File: src/rtl/adc_reader_pkg.sv
// Shared definitions for the serial ADC reader: FSM encoding and default frame geometry.
package adc_reader_pkg;

  typedef enum logic [1:0] {
    ST_IDLE    = 2'd0,
    ST_CONVERT = 2'd1,
    ST_QUIET   = 2'd2
  } state_t;

  localparam int DEF_DATA_BITS    = 12;
  localparam int DEF_LEAD_BITS    = 4;
  localparam int DEF_QUIET_CYCLES = 4;

endpackage

File: src/rtl/adc_reader_if.sv
// Sample stream from the ADC reader to its consumer (valid/ready handshake).
interface adc_reader_if
  import adc_reader_pkg::*;
#(
  parameter int DATA_BITS = DEF_DATA_BITS
);
  logic [DATA_BITS-1:0] sample;
  logic                 sample_valid;
  logic                 sample_ready;

  modport master (output sample, output sample_valid, input sample_ready);
  modport slave  (input sample, input sample_valid, output sample_ready);
endinterface

File: src/rtl/adc_reader.sv
// Serial ADC frame reader: drives chip select, shifts in leading zeros plus result,
// and presents each result on a valid/ready stream with sticky overrun/frame error flags.
module adc_reader
  import adc_reader_pkg::*;
#(
  parameter int DATA_BITS    = DEF_DATA_BITS,
  parameter int LEAD_BITS    = DEF_LEAD_BITS,
  parameter int QUIET_CYCLES = DEF_QUIET_CYCLES,
  parameter bit TWOS         = 1'b1
) (
  input  logic              clk48,
  input  logic              reset,
  input  logic              enable,
  output logic              adc_clk,
  output logic              adc_cs,
  input  logic              adc_sdo,
  adc_reader_if.master      smp,
  output logic              overrun,
  output logic              frame_err,
  input  logic              clear_flags
);

  localparam int FRAME_BITS = LEAD_BITS + DATA_BITS;
  localparam int CNT_W      = $clog2(FRAME_BITS);
  localparam int QCNT_W     = 4;
  localparam logic [CNT_W-1:0]  LAST_BIT   = CNT_W'(FRAME_BITS - 1);
  localparam logic [QCNT_W-1:0] QUIET_LOAD = QCNT_W'(QUIET_CYCLES - 1);

  function automatic logic [DATA_BITS-1:0] fmt_sample(input logic [DATA_BITS-1:0] raw);
    logic [DATA_BITS-1:0] res;
    res = raw;
    if (TWOS) res[DATA_BITS-1] = ~raw[DATA_BITS-1];
    return res;
  endfunction

  state_t                 r_state;
  state_t                 w_state_nxt;
  // The final frame bit is taken straight from the pin on the load edge.
  logic [FRAME_BITS-2:0]  r_shift;
  logic [CNT_W-1:0]       r_bit_cnt;
  logic [QCNT_W-1:0]      r_quiet_cnt;
  logic                   r_cs;
  logic [DATA_BITS-1:0]   r_sample;
  logic                   r_valid;
  logic                   r_overrun;
  logic                   r_frame_err;

  logic [FRAME_BITS-1:0]  w_frame;
  logic                   w_last;
  logic                   w_consume;
  logic                   w_lead_err;

  assign w_frame    = {r_shift, adc_sdo};
  assign w_last     = (r_state == ST_CONVERT) && (r_bit_cnt == LAST_BIT);
  assign w_consume  = r_valid && smp.sample_ready;
  assign w_lead_err = |w_frame[FRAME_BITS-1 -: LEAD_BITS];

  always_comb begin
    w_state_nxt = r_state;
    case (r_state)
      ST_IDLE:    if (enable) w_state_nxt = ST_CONVERT;
      ST_CONVERT: if (w_last) w_state_nxt = ST_QUIET;
      ST_QUIET:   if (r_quiet_cnt == '0) w_state_nxt = ST_IDLE;
      default:    w_state_nxt = ST_IDLE;
    endcase
  end

  always_ff @(posedge clk48 or posedge reset) begin
    if (reset) r_state <= ST_IDLE;
    else       r_state <= w_state_nxt;
  end

  always_ff @(posedge clk48 or posedge reset) begin
    if (reset) begin
      r_cs        <= 1'b1;
      r_bit_cnt   <= '0;
      r_quiet_cnt <= '0;
      r_shift     <= '0;
    end else begin
      case (r_state)
        ST_IDLE: begin
          r_cs <= ~enable;
          if (enable) r_bit_cnt <= '0;
        end
        ST_CONVERT: begin
          r_shift   <= w_frame[FRAME_BITS-2:0];
          r_bit_cnt <= r_bit_cnt + 1'b1;
          if (w_last) begin
            r_cs        <= 1'b1;
            r_quiet_cnt <= QUIET_LOAD;
          end
        end
        ST_QUIET: begin
          r_cs <= 1'b1;
          if (r_quiet_cnt != '0) r_quiet_cnt <= r_quiet_cnt - 1'b1;
        end
        default: r_cs <= 1'b1;
      endcase
    end
  end

  // A load on the consuming edge refills the slot, so it is not an overrun.
  always_ff @(posedge clk48 or posedge reset) begin
    if (reset) begin
      r_sample    <= '0;
      r_valid     <= 1'b0;
      r_overrun   <= 1'b0;
      r_frame_err <= 1'b0;
    end else begin
      if (w_last) begin
        r_sample <= fmt_sample(w_frame[DATA_BITS-1:0]);
        r_valid  <= 1'b1;
      end else if (w_consume) begin
        r_valid <= 1'b0;
      end

      if (w_last && r_valid && !smp.sample_ready) r_overrun <= 1'b1;
      else if (clear_flags)                       r_overrun <= 1'b0;

      if (w_last && w_lead_err) r_frame_err <= 1'b1;
      else if (clear_flags)     r_frame_err <= 1'b0;
    end
  end

  assign adc_clk          = clk48;
  assign adc_cs           = r_cs;
  assign smp.sample       = r_sample;
  assign smp.sample_valid = r_valid;
  assign overrun          = r_overrun;
  assign frame_err        = r_frame_err;

endmodule

File: src/flat_wrapper.sv
// flat-port wrapper written by rule: the top's interface ports become plain ports
module adc_reader_flat import adc_reader_pkg::*;
#(
  parameter int DATA_BITS    = DEF_DATA_BITS,
  parameter int LEAD_BITS    = DEF_LEAD_BITS,
  parameter int QUIET_CYCLES = DEF_QUIET_CYCLES,
  parameter bit TWOS         = 1'b1
)
  (clk48, reset, enable, adc_clk, adc_cs, adc_sdo, overrun, frame_err, clear_flags, smp_sample, smp_sample_valid, smp_sample_ready);
  adc_reader_if #(.DATA_BITS(DATA_BITS)) smp_i ();
  input  logic clk48;
  input  logic reset;
  input  logic enable;
  output logic adc_clk;
  output logic adc_cs;
  input  logic adc_sdo;
  output logic overrun;
  output logic frame_err;
  input  logic clear_flags;
  output wire logic [$bits(smp_i.sample)-1:0] smp_sample;
  output wire logic [$bits(smp_i.sample_valid)-1:0] smp_sample_valid;
  input wire logic [$bits(smp_i.sample_ready)-1:0] smp_sample_ready;
  assign smp_sample = smp_i.sample;
  assign smp_sample_valid = smp_i.sample_valid;
  assign smp_i.sample_ready = smp_sample_ready;
  adc_reader #(.DATA_BITS(DATA_BITS), .LEAD_BITS(LEAD_BITS), .QUIET_CYCLES(QUIET_CYCLES), .TWOS(TWOS)) u_core (.clk48(clk48), .reset(reset), .enable(enable), .adc_clk(adc_clk), .adc_cs(adc_cs), .adc_sdo(adc_sdo), .smp(smp_i), .overrun(overrun), .frame_err(frame_err), .clear_flags(clear_flags));
endmodule
File: config.mk
export PLATFORM = sky130hd
export DESIGN_NAME = adc_reader_flat
export DESIGN_NICKNAME = d
export VERILOG_FILES = /design/src/rtl/adc_reader_pkg.sv /design/src/rtl/adc_reader_if.sv /design/src/rtl/adc_reader.sv /design/src/flat_wrapper.sv
export SDC_FILE = /design/constraint.sdc
export NUM_CORES = 1
export LEC_CHECK = 0
export BUFFER_PORTS_ARGS = -buffer_cell sky130_fd_sc_hd__buf_2
export CORE_ASPECT_RATIO = 0.75
export CORE_MARGIN = 5
export CORE_UTILIZATION = 48
export CTS_BUF_LIST = sky130_fd_sc_hd__clkbuf_2
export CTS_CLUSTER_DIAMETER = 50
export CTS_CLUSTER_SIZE = 8
export DETAILED_ROUTE_END_ITERATION = 7
export PLACE_DENSITY = 0.71
export SLEW_MARGIN = 20
export SYNTH_ARGS = -nofsm -noshare
export SYNTH_HDL_FRONTEND = slang
export SYNTH_SLANG_ARGS = --single-unit
File: constraint.sdc
create_clock -name clk48 -period 3.5 [get_ports clk48]
set_input_delay 0.7 -clock clk48 [delete_from_list [all_inputs] [get_ports clk48]]
set_output_delay 0.7 -clock clk48 [all_outputs]
set_load 0.01 [all_outputs]
=== Yosys cells after proc, flatten, opt, wreduce, memory -nomap -nowiden ===
Cells that the tools add are included.

* $add $sub $neg: 2
* Equality and inequality tests: 7
* Muxes and demuxes: 16
* Bitwise gates (word level): 2
* Reduce and logical (&&, ||, !) cells: 18

{| class="wikitable"
|+ Operators by type and width
! kind !! number
|-
| $pmux W4 S2 || 2
|-
| $mux W4 || 3
|-
| $reduce_bool A2 Y1 || 5
|-
| $mux W1 || 6
|-
| $mux W2 || 3
|-
| $ne A2 B1 Y1 const B || 3
|-
| $pmux W2 S3 || 1
|-
| $reduce_and A3 Y1 || 2
|-
| $logic_and A1 B1 Y1 || 5
|-
| $add A4 B1 Y4 const B || 1
|-
| $eq A4 B4 Y1 const B || 1
|-
| $logic_not A4 Y1 || 1
|-
| $reduce_bool A4 Y1 || 1
|-
| $reduce_or A4 Y1 || 1
|-
| $sub A4 B1 Y4 const B || 1
|-
| $eq A2 B1 Y1 const B || 1
|-
| $eq A2 B2 Y1 const B || 1
|-
| $logic_not A2 Y1 || 1
|-
| $ne A2 B2 Y1 const B || 1
|-
| $not A1 Y1 || 2
|-
| $pmux W1 S2 || 1
|-
| $reduce_and A2 Y1 || 1
|-
| $logic_not A1 Y1 || 1
|}

* Flip-flop bits (word level): 41
* Input port bits: 6
* Output and inout bits: 17
* Word-level logic and storage cells: 54

=== Longest topological paths before layout ===
* Word-level depth: 5
* Gate-level depth with buffers: 7
* Gate-level depth less buffers: 5

==> results_dict.tcl <==
set metrics [dict create \
    track_usage 0.1439 \
    drive_above_1_share 0.4118 \
    cpMostUsedCell "clkbuf_2" \
    cts_setup_buffers 0 \
    crit_slowest_cell "buf_2" \
    initial_utilization 0.5045 \
    ys_warn_count 0 \
    reg2regPathDepth 5 \
    ys_seq_area_frac 0.5455 \
    maxSlewHeadroom 0.5987 \
    n_antenna_cell 0 \
    num_vias 1183 \
    synth_common_cells "40 x dfrtp_1, 26 x mux2_2, 10 x inv_1, 7 x nand2_1, 6 x ha_1" \
    ys.flop_type "dfrtp_1" \
    path_clk_slew_ns 0.24 \
    synth-xor-area-share 0 \
    synth_compound_area_frac 0.09103 \
    synth_adder_area_share 0.03987 \
    dieHeight_um 64.24 \
    dp_cells 211 \
    synth.largest_area_cell "dfrtp_1" \
    rows 19 \
    die_w_um 82.33 \
    yosysMostFrequentCell "dfrtp_1" \
    place_hpwl_um 2365 \
    place.gp.congestion 0.8989 \
    drt_iter0_markers 43 \
    worst_pin_slew_ns 0.6020 \
    critPathBufInv 3 \
    cpPeakStageDelay_ns 0.13 \
    ant_nets 0 \
    powerDensity_nw_per_um2 747.6 \
    nNetsFinal 181 \
    yosys-top-cells-area "dfrtp_1 53%, mux2_2 16%, ha_1 4.0%" \
    first_pass_iters 4 \
    drc 0 \
    ys_ff_latch 41 \
    num_io_pins 23 \
    synth_top_area_share 0.5316 \
    fin_skew_ns 0.02596 \
    synth_top_family_by_area "multiplexers" \
    fillers 322 \
    multi_input_area_um2 759.5 \
    wire_per_inst_um 15.14 \
    leakagePower_nw 1.022 \
    clock_latency_ns 0.50 \
    synthMuxAreaShare 0.1741 \
    synth-simple-area-share 0.09834 \
    syn_avg_cell_area_um2 13.26 \
    hold_buffers 0 \
    cts_tree "yes" \
    whs_ns 0.2778 \
    crit_cells 3 \
    critical_path_arrival_ns 2.05 \
    synth_enable_flop_cells 0 \
    syn_area_um2 1883 \
    critPathTopFamily "buffers and inverters" \
    synth_cells 142 \
    setup_viol 0 \
    grt_antenna_before_repair 0 \
    min_path_type "input pin to asynchronous set/reset pin" \
    vias_per_cell 5.329 \
    synth_fp_nets 154 \
    final-seq-area_um2 1027 \
    maxCapViolations 0 \
    synth_cell_type_count 39 \
    area_growth_syn_to_layout_pct 10.43 \
    grt_pass1_wl_um 5754 \
    cts_resized 0 \
    die_area_um2 5289 \
    drt-total-wl_um 3362 \
    io_buffers 22 \
    start_kind "clock port" \
    crit_required_ns 2.80 \
    endpoint_kind "primary output" \
    status "finished clean" \
    final_cells 222 \
    grt_max_degree 42 \
    worstSetupPathType "clock port to primary output" \
    crit_chain "clkbuf_2 > clkbuf_2 > buf_2" \
    grt_pass1_vias 1256 \
    core-area_um2 3732 \
    ir_drop_uv 450.1 \
    reg2reg_slack_ns 1.38 \
    tns_ns 0 \
    finalHoldViolCount 0 \
    grt.overflow.total 0 \
    drv_slew 0 \
    rsz0062_at_grt "no" \
    crit_path_max_fanout 2 \
    synth-async-reset-ratio 1.000 \
]
==> flip-flops by register name, summed over array words and instances, names as in the netlist <==
signal,cells
u_core.adc_cs,1
u_core.frame_err,1
u_core.overrun,1
u_core.r_bit_cnt,4
u_core.r_quiet_cnt,4
u_core.r_shift,15
u_core.r_state,2
u_core.smp.sample,12
u_core.smp.sample_valid,1
==> power breakdown <==
part           internal (mW)  switching [mW]  total [mW]
Combinational          0.286           0.277       0.563
Sequential             0.609           0.109       0.718
Clock                 0.0853           0.188       0.274
==> cells by family (layout without fill, tap and decap cells) <==
kind of cell	Yosys count	count (layout)
AOI/OAI and AO/OA	20	20
adders and majority gates	6	6
buffers and inverters	17	45
DFF	41	41
muxes	29	29
and+or+nand+nor	29	29
==> stage by stage <==
step	utilization	total power, mW	area (um^2)	setup WS [ns]
2_1_floorplan	-	1.197	1883	0.9309
4_1_cts	0.5572	1.564	2079	0.7397
3_5_place_dp	0.5397	1.305	2014	0.9352
3_3_place_gp	0.5397	1.268	2014	0.9352
6_report	0.5572	1.555	2079	0.7522
5_1_grt	0.5572	1.659	2079	0.7178
==> placed cells by master, fill, tap and decap left out, types with 2 or more instances in the layout <==
master / n
mux2_2: 26
inv_1: 10
dfrtp_1: 40
mux2i_1: 2
clkbuf_2: 8
a32o_1: 2
o221ai_1: 2
o22ai_1: 2
nand2b_1: 3
nand2_1: 7
a31oi_1: 2
nor2b_1: 2
buf_2: 22
nor3_1: 4
buf_4: 2
nor2_1: 3
o21ai_0: 3
ha_1: 6
inv_6: 2
==> routing by layer <==
metal  vias up  wire length, um  track usage
met5         -                0            0
met4         0               48      0.07884
met3         4              177      0.04775
met2        33             1501       0.2110
met1       578             1634       0.1860
li1        568                -            -
==> worst paths after layout <==
check | startpoint | endpoint
worst max-delay path | clk48 | adc_clk
worst min-delay path | reset | u_core.r_shift[7]$_DFFE_PP0P_
worst max register to register | u_core.r_state[1]$_DFFE_PP0P_ | u_core.r_state[0]$_DFFE_PP0P_
worst min register to register | u_core.r_shift[10]$_DFFE_PP0P_ | u_core.smp.sample[11]$_DFFE_PP0P_
max in group asynchronous | reset | u_core.adc_cs$_DFFE_PP1P_
min in group clk48 | clear_flags | u_core.frame_err$_DFFE_PP0P_
==> tightest hold or removal path, stage by stage <==
cell,delay (ns)
buf_2,0.10
inv_1,0.04
buf_4,0.42
==> final cells by class <==
cell class | count | area share
clock buffer | 9 | 0.02166
multi-input combinational | 84 | 0.3652
clock inverter | 3 | 0.01203
timing repair buffer | 23 | 0.05776
inverter | 10 | 0.01805
tap | 52 | 0.03129
sequential | 41 | 0.4940
(Power assumes the default switching activity.)
